<file path="src/rtl/fetch_unit.sv">
// fetch_unit: single-slot instruction fetch stage with redirect, backpressure
// and halt-on-EBREAK.
//
// Ports
//   clock          : sole clock; all state updates on the rising edge
//   reset_n        : asynchronous active-low reset
//   imem_addr      : instruction memory address (word index or byte address)
//   imem_data      : instruction word for imem_addr, same cycle
//   redirect_valid : branch/jump redirect request from execute
//   redirect_pc    : redirect target byte address (low two bits ignored)
//   out_ready      : decode can accept the output slot
//   out_valid      : output slot holds a valid instruction
//   out_instr      : fetched instruction
//   out_pc         : byte address of out_instr
//   halted         : fetch has stopped on EBREAK
//   fetch_count    : instructions loaded into the output slot since reset
module fetch_unit #(
  parameter logic [31:0] RESET_PC  = 32'h0000_0000,
  parameter int unsigned WORD_ADDR = 1
) (
  input  logic        clock,
  input  logic        reset_n,
  output logic [31:0] imem_addr,
  input  logic [31:0] imem_data,
  input  logic        redirect_valid,
  input  logic [31:0] redirect_pc,
  input  logic        out_ready,
  output logic        out_valid,
  output logic [31:0] out_instr,
  output logic [31:0] out_pc,
  output logic        halted,
  output logic [31:0] fetch_count
);

  localparam int unsigned XLEN     = 32;
  localparam logic [XLEN-1:0] EBREAK   = 32'h0010_0073;
  localparam logic [XLEN-1:0] PC_STEP  = 32'd4;
  localparam logic [XLEN-1:0] ALIGN_MASK = 32'hFFFF_FFFC;

  typedef enum logic [0:0] {
    ST_RUN  = 1'b0,
    ST_HALT = 1'b1
  } state_e;

  // Architectural state
  state_e            r_state;
  logic [XLEN-1:0]   r_pc;
  logic              r_out_valid;
  logic [XLEN-1:0]   r_out_instr;
  logic [XLEN-1:0]   r_out_pc;
  logic              r_halted;
  logic [XLEN-1:0]   r_fetch_count;

  // Next-state values
  state_e            w_state_nxt;
  logic [XLEN-1:0]   w_pc_nxt;
  logic              w_out_valid_nxt;
  logic [XLEN-1:0]   w_out_instr_nxt;
  logic [XLEN-1:0]   w_out_pc_nxt;
  logic              w_halted_nxt;
  logic [XLEN-1:0]   w_fetch_count_nxt;

  logic              w_slot_free;
  logic [XLEN-1:0]   w_redirect_aligned;

  // Slot can take a new instruction when empty or being consumed this cycle
  assign w_slot_free        = !r_out_valid || out_ready;
  assign w_redirect_aligned = redirect_pc & ALIGN_MASK;

  // Memory address: word index or raw byte address
  generate
    if (WORD_ADDR != 0) begin : g_word_addr
      assign imem_addr = {2'b00, r_pc[XLEN-1:2]};
    end else begin : g_byte_addr
      assign imem_addr = r_pc;
    end
  endgenerate

  // State register
  always_ff @(posedge clock or negedge reset_n) begin
    if (!reset_n) begin
      r_state       <= ST_RUN;
      r_pc          <= RESET_PC;
      r_out_valid   <= 1'b0;
      r_out_instr   <= '0;
      r_out_pc      <= '0;
      r_halted      <= 1'b0;
      r_fetch_count <= '0;
    end else begin
      r_state       <= w_state_nxt;
      r_pc          <= w_pc_nxt;
      r_out_valid   <= w_out_valid_nxt;
      r_out_instr   <= w_out_instr_nxt;
      r_out_pc      <= w_out_pc_nxt;
      r_halted      <= w_halted_nxt;
      r_fetch_count <= w_fetch_count_nxt;
    end
  end

  // Next-state and slot update
  always_comb begin
    w_state_nxt       = r_state;
    w_pc_nxt          = r_pc;
    w_out_valid_nxt   = r_out_valid;
    w_out_instr_nxt   = r_out_instr;
    w_out_pc_nxt      = r_out_pc;
    w_fetch_count_nxt = r_fetch_count;

    unique case (r_state)
      ST_RUN: begin
        if (redirect_valid) begin
          // Redirect beats both fetch and stall; held instruction is dropped
          w_pc_nxt        = w_redirect_aligned;
          w_out_valid_nxt = 1'b0;
        end else if (w_slot_free) begin
          w_out_instr_nxt   = imem_data;
          w_out_pc_nxt      = r_pc;
          w_out_valid_nxt   = 1'b1;
          w_pc_nxt          = r_pc + PC_STEP;
          w_fetch_count_nxt = r_fetch_count + 32'd1;
          // EBREAK is still delivered downstream; fetching stops behind it
          if (imem_data == EBREAK) begin
            w_state_nxt = ST_HALT;
          end
        end
      end
      ST_HALT: begin
        // Drain the last slot, then stay empty until reset
        if (r_out_valid && out_ready) begin
          w_out_valid_nxt = 1'b0;
        end
      end
      default: begin
        w_state_nxt = ST_RUN;
      end
    endcase

    // Registered copy of the state so halted tracks HALT exactly
    w_halted_nxt = (w_state_nxt == ST_HALT);
  end

  assign out_valid   = r_out_valid;
  assign out_instr   = r_out_instr;
  assign out_pc      = r_out_pc;
  assign halted      = r_halted;
  assign fetch_count = r_fetch_count;

endmodule

</file>
<file path="config.mk">
export PLATFORM = sky130hd
export DESIGN_NAME = fetch_unit
export DESIGN_NICKNAME = d
export VERILOG_FILES = /design/src/rtl/fetch_unit.sv
export SDC_FILE = /design/constraint.sdc
export NUM_CORES = 1
export LEC_CHECK = 0
export CAP_MARGIN = 20
export CELL_PAD_IN_SITES_DETAIL_PLACEMENT = 1
export CELL_PAD_IN_SITES_GLOBAL_PLACEMENT = 2
export CORE_MARGIN = 10
export CORE_UTILIZATION = 27
export DETAILED_ROUTE_END_ITERATION = 10
export PLACE_DENSITY_LB_ADDON = 0.1
export SLEW_MARGIN = 0
export SYNTH_ARGS = -nofsm -noshare
export SYNTH_HDL_FRONTEND = slang
export SYNTH_SLANG_ARGS = --single-unit
</file>
<file path="constraint.sdc">
create_clock -name clock -period 2 [get_ports clock]
set_input_delay 0.4 -clock clock [delete_from_list [all_inputs] [get_ports clock]]
set_output_delay 0.4 -clock clock [all_outputs]
set_load 0.1 [all_outputs]
</file>
### Word-level counts from Yosys, hierarchy flattened

Cells that the tools add are included.

| word-level totals | value |
|---|---|
| flip-flop bits (word level) | 130 |
| input port bits | 68 |
| output and inout port bits | 130 |
| logic and storage cells | 30 |

| operators by class | value |
|---|---|
| bitwise gates (word level) | 2 |
| mux-type cells | 10 |
| eq/ne operators | 3 |
| add/subtract/negate cells | 2 |
| reduce and logical (&&, ||, !) cells | 7 |

Operator list:

| kind | number |
|---|---|
| two-way mux 32 bit | 2 |
| adder 32 x 1 -> 32 bit, second input constant | 1 |
| adder 32 x 3 -> 32 bit, second input constant | 1 |
| equality test 32 x 21 -> 1 bit, second input constant | 1 |
| two-way mux 1 bit | 7 |
| AND reduction 2 bit | 2 |
| inequality test 3 bit, second input constant | 1 |
| AND reduction 3 bit | 1 |
| inequality test 2 x 1 -> 1 bit, second input constant | 1 |
| NOT 1 bit | 2 |
| case mux 1 bit (2 select lines) | 1 |
| nonzero test 2 bit | 1 |
| logical AND 1 bit | 1 |
| zero test 1 bit | 1 |
| logical OR 1 bit | 1 |

### Depth between registers and ports, before layout

Gate-level depths: netlist of run 1.

| depth | value |
|---|---|
| word-level depth | 5 |
| gate-level depth with buffers | 7 |
| mapped depth without buffers | 6 |

### Worst setup path before layout of run 1

No wires, ideal clock.

| timing | value |
|---|---|
| kind | flip-flop to flip-flop |
| from | register r_pc[16] |
| to | register r_pc[26] |
| arrival | 2.456 ns |
| stages on the path, launching flop included | 7 |
| period minus slack after synthesis | 2.588 ns |
| buffers on the path | 1 |
| required time | 1.868 ns |
| library setup time | 0.132 ns |
| slack | -0.588 ns |
| path through | dfrtp_1 > buf_4 > nand4_2 > or4_4 > nor3_1 > nand4_1 > nor3b_2 |

| on the way | value |
|---|---|
| word-level cells in the longest chain between the ends | 3 |

RTL lines:

| element | line | RTL |
|---|---|---|
| start, declared | 47 | `logic [XLEN-1:0] r_pc;` |
| start signal, assigned | 91 | `r_pc <= w_pc_nxt;` |
| adder 32 x 3 -> 32 bit | 119 | `w_pc_nxt = r_pc + PC_STEP;` |
| two-way mux 32 bit | 115 | `end else if (w_slot_free) begin` |
| two-way mux 32 bit | 111 | `if (redirect_valid) begin` |

No other way between the ends. The select of a mux whose other input is x is not followed.
A chain may end at the register's enable or synchronous reset.

### Worst setup path after layout of run 1

| timing | value |
|---|---|
| from | register r_fetch_count[11], in the netlist fetch_count[11] |
| to | register r_fetch_count[29], in the netlist fetch_count[29] |

| on the way | value |
|---|---|
| word-level cells in the longest chain between the ends | 1 |

RTL lines:

| element | line | RTL |
|---|---|---|
| start, declared | 52 | `logic [XLEN-1:0] r_fetch_count;` |
| start signal, assigned | 96 | `r_fetch_count <= w_fetch_count_nxt;` |
| adder 32 x 1 -> 32 bit | 120 | `w_fetch_count_nxt = r_fetch_count + 32'd1;` |

No other way between the ends.

==> flow_summary.toml, run 1 <==
[routing]
firstDrtPassIters = 4
dr_total_vias = 5652
first_iter_violations = 222
ant_nets = 0
wirelength_microns = 22370
viasPerCell = 4.839
drc_errors = 0
wl_per_cell_microns = 19.15

[clock_network]
cts_buffers = 17
clk_path_buf_depth = 2
clk_latency_ps = 420
tritoncts = "built"
cts_sinks = 126
cts.htree.levels = 4
path_clk_slew_ps = 60
cts_root_buf = "clkbuf_16"

[sta]
worst_pin_slew_ps = 553.9
max_freq_mhz = 535.5
layout_setup_ws_ps = 132.5
min_period_over_period = 0.9338
hold_ws_ps = 452.3
grt_setup_unrepaired = "false"
maxSlewHeadroom = 0.6255
skew_ps = 9.589
setup_viol_count_final = 0
period_needed_ps = 1868
hold_viol = 0
maxSlewViolCount = 0

[power_and_ir_drop]
leakagePower_nw = 4.201
power_per_cell_area_mw_per_mm2 = 1128
peakVddDrop_v = 0.0005585
p_total_mw = 10.51

[logic_synthesis]
synth_area_leaders = "dfrtp_1, nand2_1, xnor2_1"
synth.avg_cell_area_sq_um = 9.129
synth-main-ff-cell = "dfrtp_1"
synth_top_area_share = 0.5380
synth.ff_latch_count = 126
seq_area_frac_synth = 0.5380
syn_area_sq_mm = 0.005861
synth.distinct_cells = 56
yosysTopAreaCell = "dfrtp_1"
ys_warn_count = 0
synthArstFlopShare = 1.000
synth-edff-count = 0
syn_inst = 642

[floorplan]
initial_core_util = 0.2762
ioPinCount = 198
core_area_sq_mm = 0.02122
die_area_sq_mm = 0.02800
die_h_microns = 167.3
fp.dieW_microns = 167.3
fp-row-count = 53

[placement]
dpl.cell_count = 1129
routabilityCongestion = 0.8427
place_ws_ps = -303.0
port-buffer-count = 191
dp_hpwl_microns = 17090

[final_layout]
area_growth_pct = 58.97
final_common_cell = "nand2_1"
fin_cells = 1168
drive_above_1_share = 0.3337
final_cell_mix = "nand2_1, buf_4, dfrtp_1, clkdlybuf4s50_1, buf_12"
utilization = 0.4390
final_nets = 950
diodes = 0

[global_routing]
overflow = 0
grt_start_max_net_pins = 57
grt_pass1_wl_microns = 35690
grt_pass1_vias = 6189
antenna_found_initial = 2
grt_usage = 0.1577

[critical_path]
cp.required_ps = 2300
crit_chain = "and4_1, nand4_1, nor4_2, buf_4, nand3_1, xnor2_1"
worst-setup-path-type = "flop to flop"
cp_max_fo = 6
startpoint_type = "flop"
path_delay_family = "simple AND/OR/NAND/NOR gates"
worstPathArrival_ps = 2170
critPathSlowestCell = "dfrtp_4"
critPathMaxStageDelay_ps = 460
path_buf_inv = 1
end_kind = "flop"

[run]
maxCapViolCount = 0

[status]
run_status = "finished, final reports clean"

[worst_hold_path]
min_path_type = "input port to async pin"
where the power goes:
part	total [mW]	internal, mW	switching (mW)
Sequential	3.24	2.91	0.335
Clock	3.18	1.96	1.22
Combinational	4.08	1.05	3.04
Total	10.5	5.91	4.60
sequential cells by signal, summed over array words and instances (netlist names):
| signal | count |
|---|---|
| fetch_count | 32 |
| out_instr | 32 |
| out_pc | 30 |
| r_pc | 30 |
| halted | 1 |
| out_valid | 1 |
cell usage after synthesis (2+ instances only):
cell,instances
nor2_1,20
nand2_1,214
and4_1,5
nand2b_1,2
nor3_1,21
nor4_2,3
a31o_2,2
inv_1,7
ha_1,2
buf_6,5
nand4b_1,2
a31oi_1,3
a311oi_1,5
o22ai_1,5
o211ai_1,3
or3_1,7
clkbuf_1,20
buf_4,5
a32oi_1,2
a211oi_1,3
a21oi_1,21
nor3b_1,3
nand4_1,15
nor2b_1,2
and3_1,8
o21bai_1,2
xor2_1,5
o2bb2ai_1,2
xnor2_1,26
o21ai_0,32
dfrtp_1,126
nand3_1,26
nor4_1,11
buf_1,5
final cells by class:
type	instances	area, sq um
tap	275	344.1
multi-input combinational	475	2580
inverter	7	26.28
clock inverter	14	167.7
clock buffer	18	429.2
timing repair buffer	253	2474
sequential	126	3296
fill	2410	11900
worst register-to-register path, cell delays in order (launching register included):
cell and delay [ps]:
dfrtp_4 460, and4_1 300, nand4_1 210, nor4_2 350, buf_4 190, nand3_1 100, xnor2_1 140
path summary, 6_finish.rpt:
path,startpoint,to,slack [ps],cells past startpoint
min in group clock,out_instr[18]$_DFFE_PN0P_,out_instr[18]$_DFFE_PN0P_,480,2
max in group asynchronous,reset_n,fetch_count[17]$_DFFE_PN0P_,890,3
setup reg to reg,fetch_count[11]$_DFFE_PN0P_,fetch_count[29]$_DFFE_PN0P_,130,6
hold / removal,reset_n,fetch_count[26]$_DFFE_PN0P_,450,2
hold reg to reg,out_instr[18]$_DFFE_PN0P_,out_instr[18]$_DFFE_PN0P_,480,2
setup / recovery,fetch_count[11]$_DFFE_PN0P_,fetch_count[29]$_DFFE_PN0P_,130,6
per-layer routing:
metal	global-route usage	part of all wire
met5	0	0.0012
met4	0.04996	0.014
met3	0.04213	0.053
met2	0.2596	0.49
met1	0.1964	0.44
logic make-up (layout without fill, tap and decap cells):
kind of cell | after synthesis | after routing | share of synthesized area
AO/OA/AOI/OAI | 87 | 87 | 0.09074
XOR/XNOR | 31 | 31 | 0.04633
adder cells (fa/ha/maj) | 2 | 2 | 0.004269
buffers and inverters | 44 | 292 | 0.03821
flip-flops | 126 | 126 | 0.5380
multiplexers | 1 | 1 | 0.001708
other | 1 | 4 | 0.0006399
AND/OR/NAND/NOR | 350 | 350 | 0.2801
what timing repair did:
item / CTS / global route
buffers inserted: 0 / 6
hold buffers: 1 / 0
setup endpoints to repair: 0 / 14
endpoints found under the hold margin: 32 / 0
resized for setup: 0 / 5
per-stage QoR:
stage                     TNS [ps]  cell area [sq um]
final                            0               9316
after global placement       -4447               8637
after detailed placement     -8582               8637
after global routing             0               9316
after CTS                        0               9244
after floorplan             -185.2               6081
No activity file was read; power rests on OpenSTA's default activity.
==> run 2: changes to the inputs <==
==> constraint.sdc (replaced) <==
create_clock -name clock -period 2 [get_ports clock]
set_input_delay 0.2 -clock clock [delete_from_list [all_inputs] [get_ports clock]]
set_output_delay 0.2 -clock clock [all_outputs]
set_load 0.1 [all_outputs]
==> run 2 against run 1 <==
Against the previous run: hold slack got worse by 160 ps; critical path depth shrank 1; setup slack got worse by 29 ps; clock skew increased by 2.5 ps; sequential share of layout area is 2.0 points higher; critical endpoint is now r_pc[26]$_DFFE_PN0P_; global-route usage is 0.079 points lower; die area is the same; highest routed layer unchanged; combinational power down 8.3%; largest cell class unchanged; first-iteration DRC count shrank 0.90%; cell area decreased by 5.2%.
==> flow_summary.toml, run 2 (synthesized netlist as in run 1, its figures left out) <==
[status]
run_status = "finished, final reports clean"

[power_and_ir_drop]
p_clk_frac = 0.319
p_sw_mw = 4.585
seq_power_share = 0.317
peakVddDrop_v = 0.0006189
share_comb_of_total_power = 0.363
switching_share = 0.4455
power_per_cell_area_mw_per_mm2 = 1166
p_int_mw = 5.708
leakagePower_nw = 3.978
p_total_mw = 10.29

[global_routing]
grt_pass1_wl_microns = 35380
grt_usage = 0.1569
antenna_found_initial = 2
overflow = 0
grt_pass1_vias = 6114
grt_start_max_net_pins = 46

[clock_network]
cts.htree.levels = 4
cts_root_buf = "clkbuf_16"
tritoncts = "built"
cts_sinks = 126
clk_latency_ps = 420
path_clk_slew_ps = 60
clk_path_buf_depth = 2
cts_buffers = 17

[sta]
tns_ps = 0
setup_viol_count_final = 0
skew_ps = 12.08
hold_viol = 0
period_needed_ps = 1896
maxSlewViolCount = 0
hold_ws_ps = 296.7
worst_pin_slew_ps = 609.2
min_period_over_period = 0.9482
maxSlewHeadroom = 0.5901
max_freq_mhz = 527.3

[critical_path]
worst-setup-path-type = "flop to flop"
worstPathArrival_ps = 2230
cp_max_fo = 9
end_kind = "flop"
startpoint_type = "flop"
cp.required_ps = 2330

[routing]
drc_errors = 0
firstDrtPassIters = 4
wirelength_microns = 22150
wl_per_cell_microns = 19.33
dr_total_vias = 5513
viasPerCell = 4.811
ant_nets = 0
first_iter_violations = 220

[final_layout]
drive_above_1_share = 0.3169
finalInstanceArea_sq_mm = 0.008828
final_nets = 928
fin_cells = 1146
area_growth_pct = 50.64
final_cell_mix = "nand2_1, buf_4, dfrtp_1, clkdlybuf4s50_1, o21ai_0"
diodes = 0
final_common_cell = "nand2_1"

[floorplan]
die_h_microns = 167.3
fp.dieW_microns = 167.3
ioPinCount = 198
die_area_sq_mm = 0.02800
fp-row-count = 53
initial_core_util = 0.2762
core_area_sq_mm = 0.02122

[placement]
dp_hpwl_microns = 16930
dpl.cell_count = 1112
port-buffer-count = 191
dpl-instance-area_sq_mm = 0.008159
routabilityCongestion = 0.8242

[worst_hold_path]
min_path_type = "input port to async pin"

[run]
maxCapViolCount = 0
-- run 2: cell count changes in the layout (fill, tap and decap cells not counted), moves of 2 or more --
cell        before  now
inv_6            1    4
clkinv_4         3    1
nor3_1          18   16
clkinv_2         4    0
buf_12          33    5
clkinvlp_4       3    5
buf_4          154  160
-- run 2: cell type report --
cell class | instances | area [sq um]
fill | 2433 | 12390
clock inverter | 14 | 182.7
inverter | 7 | 26.28
sequential | 126 | 3296
tap | 275 | 344.1
clock buffer | 18 | 439.2
multi-input combinational | 475 | 2582
timing repair buffer | 231 | 1958
-- run 2: through the flow --
stage	utilization	worst slack (ps)
finish	0.4160	103.5
detailed placement	0.3845	-155.9
floorplan	-	-60.33
CTS	0.4144	14.99
global route	0.4160	-8.963
global placement	0.3845	-148.8
-- run 2: critical path, stage by stage (launching register included) --
cell      delay, ps
dfrtp_4         490
nand4_4         150
or4_4           580
nor3_2          270
a211oi_1        140
nor3b_2         190
-- run 2: what timing repair did --
action / in CTS / in global routing
setup endpoints to repair: 2 / 17
pin swaps: 0 / 3
hold buffers: 1 / 0
gates resized for setup: 1 / 5
gates cloned: 0 / 0
buffers inserted: 0 / 1
hold endpoints to repair: 43 / 0
-- run 2: final timing paths --
kind / startpoint / end / slack (ps) / depth (start not counted)
min in group clock: imem_data[24] / out_instr[24]$_DFFE_PN0P_ / 340 / 3
hold reg to reg: out_instr[16]$_DFFE_PN0P_ / out_instr[16]$_DFFE_PN0P_ / 480 / 2
hold / removal: reset_n / fetch_count[25]$_DFFE_PN0P_ / 300 / 2
max in group asynchronous: reset_n / fetch_count[19]$_DFFE_PN0P_ / 1080 / 3
setup reg to reg: r_pc[16]$_DFFE_PN0P_ / r_pc[26]$_DFFE_PN0P_ / 100 / 5
setup / recovery: r_pc[16]$_DFFE_PN0P_ / r_pc[26]$_DFFE_PN0P_ / 100 / 5
-- run 2: per-layer routing --
metal  part of all wire  track usage  routed length [microns]  vias up
li1                   -            -                        -     2632
met3              0.060      0.05080                     1324       23
met5            0.00099            0                       22        -
met4              0.014      0.04201                      313        4
met2               0.48       0.2558                    10680      139
met1               0.44       0.1951                     9816     2715
-- run 2: power groups by stage --
stage	Sequential (mW)	Clock [mW]	Combinational, mW
after global placement	3.30	0	3.75
after detailed placement	3.31	0	3.78
after floorplan	5.47	0	0.555
after global routing	3.33	3.53	3.92
final	3.27	3.29	3.74
after CTS	3.27	3.39	3.78
